## src/rtl/fft_power_peak.sv

```systemverilog
// fft_power_peak: per-bin power re^2+im^2 tagged with bin index, plus a per-frame peak report.
// Define FFT_PEAK_DC_SKIP_EN to exclude bin 0 from the peak search.
module fft_power_peak #(
  parameter int IWIDTH = 21,
  parameter int LGSIZE = 9,
  parameter int PWIDTH = 2*IWIDTH
) (
  input  logic                i_clk,
  input  logic                i_reset,
  input  logic                i_ce,
  input  logic [2*IWIDTH-1:0] i_sample,
  input  logic                i_sync,
  output logic                o_valid,
  output logic [PWIDTH-1:0]   o_power,
  output logic [LGSIZE-1:0]   o_bin,
  output logic                o_peak_valid,
  output logic [LGSIZE-1:0]   o_peak_bin,
  output logic [PWIDTH-1:0]   o_peak_pwr,
  output logic                o_resync
);
  localparam int SQW = 2*IWIDTH - 1;
  localparam logic [LGSIZE-1:0] LAST_BIN = '1;

  typedef enum logic {IDLE, RUN} state_t;

  state_t                   state;
  logic [LGSIZE-1:0]        count;
  logic signed [IWIDTH-1:0] in_re, in_im;
  logic                     accept;
  logic [LGSIZE-1:0]        in_bin;

  logic                     s1_vld;
  logic signed [IWIDTH-1:0] s1_re, s1_im;
  logic [LGSIZE-1:0]        s1_bin;

  logic                     s2_vld;
  logic [SQW-1:0]           s2_re_sq, s2_im_sq;
  logic [LGSIZE-1:0]        s2_bin;

  logic signed [2*IWIDTH-1:0] re_ext, im_ext;
  logic [SQW-1:0]           re_sq, im_sq;
  logic [PWIDTH-1:0]        pwr;
  logic                     peak_upd;
  logic [LGSIZE-1:0]        peak_bin;
  logic [PWIDTH-1:0]        peak_pwr;
  logic                     frame_done;

  assign in_re  = i_sample[2*IWIDTH-1:IWIDTH];
  assign in_im  = i_sample[IWIDTH-1:0];
  assign accept = i_ce && (i_sync || state == RUN);
  assign in_bin = i_sync ? '0 : count;

  // A square of a signed value is non-negative and at most 2**(2*IWIDTH-2), so the top bit is dropped.
  assign re_ext = {{IWIDTH{s1_re[IWIDTH-1]}}, s1_re};
  assign im_ext = {{IWIDTH{s1_im[IWIDTH-1]}}, s1_im};
  assign re_sq  = SQW'(re_ext * re_ext);
  assign im_sq  = SQW'(im_ext * im_ext);
  assign pwr    = PWIDTH'(s2_re_sq) + PWIDTH'(s2_im_sq);

`ifdef FFT_PEAK_DC_SKIP_EN
  assign peak_upd = (s2_bin == LGSIZE'(1)) || (s2_bin != '0 && pwr > peak_pwr);
`else
  assign peak_upd = (s2_bin == '0) || (pwr > peak_pwr);
`endif

  always_ff @(posedge i_clk) begin
    if (i_reset) begin
      state        <= IDLE;
      count        <= '0;
      s1_vld       <= 1'b0;
      s1_re        <= '0;
      s1_im        <= '0;
      s1_bin       <= '0;
      s2_vld       <= 1'b0;
      s2_re_sq     <= '0;
      s2_im_sq     <= '0;
      s2_bin       <= '0;
      peak_bin     <= '0;
      peak_pwr     <= '0;
      frame_done   <= 1'b0;
      o_valid      <= 1'b0;
      o_power      <= '0;
      o_bin        <= '0;
      o_peak_valid <= 1'b0;
      o_peak_bin   <= '0;
      o_peak_pwr   <= '0;
      o_resync     <= 1'b0;
    end else begin
      o_valid      <= 1'b0;
      o_resync     <= 1'b0;
      frame_done   <= 1'b0;
      // The report fires one clock after the last bin, whether or not the pipeline advances.
      o_peak_valid <= frame_done;
      if (frame_done) begin
        o_peak_bin <= peak_bin;
        o_peak_pwr <= peak_pwr;
      end
      if (i_ce) begin
        s1_vld <= accept;
        if (accept) begin
          s1_re    <= in_re;
          s1_im    <= in_im;
          s1_bin   <= in_bin;
          count    <= in_bin + LGSIZE'(1);
          state    <= RUN;
          o_resync <= i_sync && (state == RUN) && (count != '0);
        end
        s2_vld   <= s1_vld;
        s2_re_sq <= re_sq;
        s2_im_sq <= im_sq;
        s2_bin   <= s1_bin;
        if (s2_vld) begin
          o_valid    <= 1'b1;
          o_power    <= pwr;
          o_bin      <= s2_bin;
          frame_done <= (s2_bin == LAST_BIN);
          if (peak_upd) begin
            peak_bin <= s2_bin;
            peak_pwr <= pwr;
          end
        end
      end
    end
  end
endmodule

```

## config.mk

```make
export PLATFORM = sky130hd
export DESIGN_NAME = fft_power_peak
export DESIGN_NICKNAME = d
export VERILOG_FILES = /design/src/rtl/fft_power_peak.sv
export SDC_FILE = /design/constraint.sdc
export NUM_CORES = 2
export LEC_CHECK = 0
export CAP_MARGIN = 15
export CELL_PAD_IN_SITES_DETAIL_PLACEMENT = 1
export CELL_PAD_IN_SITES_GLOBAL_PLACEMENT = 1
export CORE_AREA = 2 2 260 313
export DETAILED_ROUTE_END_ITERATION = 12
export DIE_AREA = 0 0 262 315
export HOLD_SLACK_MARGIN = 0.15
export PLACE_DENSITY_LB_ADDON = 0.1
export SYNTH_ARGS = -nofsm -noshare
export SYNTH_HDL_FRONTEND = slang
export SYNTH_SLANG_ARGS = --single-unit
```

## constraint.sdc

```tcl
create_clock -name i_clk -period 17.15 [get_ports i_clk]
set_input_delay 3.43 -clock i_clk [delete_from_list [all_inputs] [get_ports i_clk]]
set_output_delay 3.43 -clock i_clk [all_outputs]
set_load 0.005 [all_outputs]
```

==> flow_metrics.env <==
export IMPL_placed_cells=5789
export IMPL_slowest_stage="dfxtp_1"
export IMPL_slowest_delay_ns=0.87
export IMPL_grt_usage_pct=29.9
export IMPL_die_area_um2=82500
export IMPL_start_util_pct=53.4
export IMPL_cts_setup_buffers=0
export IMPL_powerDensity_nw_per_um2=57.1
export IMPL_via_count=31477
export IMPL_synth_main_ff_cell="dfxtp_1"
export IMPL_ios=151
export IMPL_clkSlewWorstSetupHoldPaths_ns=0.06
export IMPL_dp_hpwl_um=96200
export IMPL_yosysUniqueCellTypes=80
export IMPL_drive_above_1_share_pct=3.26
export IMPL_cts_htree_levels=2
export IMPL_antenna_found_initial=1
export IMPL_cp_arrival_ns=8.62
export IMPL_synthArstFlopShare_pct=0
export IMPL_nFillCells=9324
export IMPL_fmax_ghz=0.123
export IMPL_worstMarginPinSlew_ns=1.16
export IMPL_register_area_um2=6190
export IMPL_outcome="complete, no violations"
export IMPL_yosysSeqAreaShare_pct=14.5
export IMPL_cts_tree="yes"
export IMPL_die_w_um=262
export IMPL_grt_pass1_wl_um=191000
export IMPL_slew_headroom_pct=22.4
export IMPL_synth_area_per_cell_um2=9.03
export IMPL_clock_latency_ns=0.59
export IMPL_finClkSkew_ns=0.0328
export IMPL_ys_seq_elements=309
export IMPL_grt_max_degree=92
export IMPL_critical_path_top_delay_family="adder cells"
export IMPL_crit_path_frequent_cell="fa_1"
export IMPL_cts_hold_fix_buffers=0
export IMPL_synthToLayoutAreaGrowth_pct=8.80
export IMPL_drc=0
export IMPL_rsz0062_at_grt="false"
export IMPL_timing_setup_tns_ns=0
export IMPL_grt_pass1_vias=36389
export IMPL_grtUsageMet1_pct=34.3
export IMPL_fin_cells=5855
export IMPL_crit_buf_inv=5
export IMPL_worstSetupPathType="flop to flop"
export IMPL_worstPathMaxFanout=19
export IMPL_total_power_mw=2.65
export IMPL_drv_cap=0
export IMPL_io_buffers=150
export IMPL_synth_edf_count=0
export IMPL_gp_congestion=0.865
export IMPL_regToRegSetupSlack_ns=9.03
export IMPL_cts_root_buf="clkbuf_16"
export IMPL_hold_path_class="flop to flop"
export IMPL_mostFrequentLayoutCell="inv_1"
export IMPL_overflow=0
export IMPL_maxSlewViolCount=0
export IMPL_ant_nets=0
export IMPL_drt_iter0_markers=1172
export IMPL_nets=5975
export IMPL_dieHeight_um=315
export IMPL_numCtsBuffers=37
export IMPL_cts_sinks=309
export IMPL_clk_path_buf_depth=3
export IMPL_insertedDiodeCount=0
export IMPL_cp_start_kind="flop"
export IMPL_peakVddDrop_uv=69.2
export IMPL_setup_violations=0
export IMPL_wire_per_inst_um=20.2
export IMPL_yosysWarnings=0
export IMPL_busiest_layer="met2"
export IMPL_drtPass1Iterations=5
export IMPL_syn_inst=4723
export IMPL_rows=114
export IMPL_hold_violations=0
export IMPL_p_leak_nw=23.4
export IMPL_synth_fp_nets=5914
export IMPL_min_period_ns=8.12
export IMPL_syn_cell_area_um2=42600
export IMPL_gr_usage_met3_pct=3.35
export IMPL_multi_input_area_um2=31500
export IMPL_fp_coreArea_um2=79900
export IMPL_via_per_inst=5.38
export IMPL_final_cell_mix="inv_1, fa_1, nand2_1"
export IMPL_min_period_over_period_pct=47.4
export IMPL_cp_end_kind="flop"
export IMPL_met2_usage_pct=56.5
export IMPL_required_ns=17.64
export IMPL_cts_resized=0
export IMPL_routed_wl_um=118000
[layer usage]
layer  share of wire, %  up-vias  wire length, um
li1                   -    14343                -
met1                 38    16306            45300
met2                 55      561            64600
met3                3.4      267             4020
met4                3.8        0             4540
met5                  0        -                0
[worst paths after layout]
kind / from / to / depth (start not counted)
min reg2reg: s1_bin[7]$_SDFFE_PP0P_ / s1_bin[7]$_SDFFE_PP0P_ / 2
max: s1_im[5]$_SDFFE_PP0P_ / s2_im_sq[38]$_SDFFE_PP0P_ / 25
max reg2reg: s1_im[5]$_SDFFE_PP0P_ / s2_im_sq[38]$_SDFFE_PP0P_ / 25
min: s1_bin[7]$_SDFFE_PP0P_ / s1_bin[7]$_SDFFE_PP0P_ / 2
[cell type report]
| cell class | count | area share (%) |
|---|---|---|
| Multi-Input combinational cell | 3105 | 67.9 |
| Sequential cell | 309 | 13.3 |
| Inverter | 1131 | 9.15 |
| Timing Repair Buffer | 200 | 4.05 |
| Tap cell | 1044 | 2.82 |
| Clock buffer | 53 | 2.30 |
| Clock inverter | 13 | 0.402 |
[worst reg2reg max path: stages, from the launching register on]
cell     delay, ns
dfxtp_1       0.87
inv_1         0.43
nor2_1        0.26
fa_1          0.53
fa_1          0.54
inv_1         0.05
fa_1          0.48
inv_1         0.06
fa_1          0.50
fa_1          0.51
fa_1          0.49
inv_1         0.05
fa_1          0.47
inv_1         0.04
ha_1          0.36
nand2_1       0.12
or3_1         0.39
or3_1         0.42
a21oi_2       0.32
o22ai_2       0.17
o21ai_2       0.21
o41a_1        0.19
a221o_2       0.19
xor2_1        0.17
mux2i_1       0.09
nor2_1        0.12
[per-stage QoR]
step           util [%]  setup slack [ns]  hold WS (ns)  area [um2]
6_report           58.1              9.03         0.451       46400
5_1_grt            58.1              8.66         0.475       46400
4_1_cts            58.1              9.05         0.455       46400
3_5_place_dp       56.5              9.10         0.448       45100
3_3_place_gp       56.5              9.32         0.440       45100
2_1_floorplan         -              9.98         0.432       42600
[flip-flops by register name, summed over array words and instances (netlist names), 21 cells and up]
| signal | count |
|---|---|
| o_peak_pwr | 42 |
| o_power | 42 |
| peak_pwr | 42 |
| s2_im_sq | 40 |
| s2_re_sq | 40 |
| s1_im | 21 |
| s1_re | 21 |
[synthesized netlist by cell type (all sizes together) (8+ instances only)]
master,n,area (um2)
nand2,579,2180
fa,819,16400
a21oi,256,1300
o22ai,12,81.3
ha,326,4080
a211oi,20,155
nor2b,23,144
nor2,265,995
buf,25,106
nand4,15,93.8
inv,1130,4240
and3,12,81.3
or2,9,56.3
nor3,18,95.1
a21o,64,480
xor2,34,298
a31o,8,70.1
o21ai,59,303
xnor2,111,972
nand2b,28,175
o21bai,19,143
and2,151,947
or3,9,56.3
o21a,18,135
dfxtp,309,6190
nand3,23,115
a31oi,12,75.1
clkbuf,153,604
mux2i,129,1290
nand3b,10,75.1
[power breakdown]
group / leakage [nW] / switching (mW) / internal [mW]
Clock: 0.605 / 0.354 / 0.471
Sequential: 2.50 / 0.0330 / 0.752
Combinational: 20.3 / 0.644 / 0.395
[cells by family after synthesis]
logic type | count (synthesis) | share of synthesized area [%]
compound gates | 518 | 7.56
xor+xnor | 145 | 2.98
fa+ha+maj | 1145 | 48.0
buf+inv | 1309 | 11.6
flops | 309 | 14.5
mux | 132 | 3.11
simple gates | 1165 | 12.2
Power figures use the tool's default switching activity.
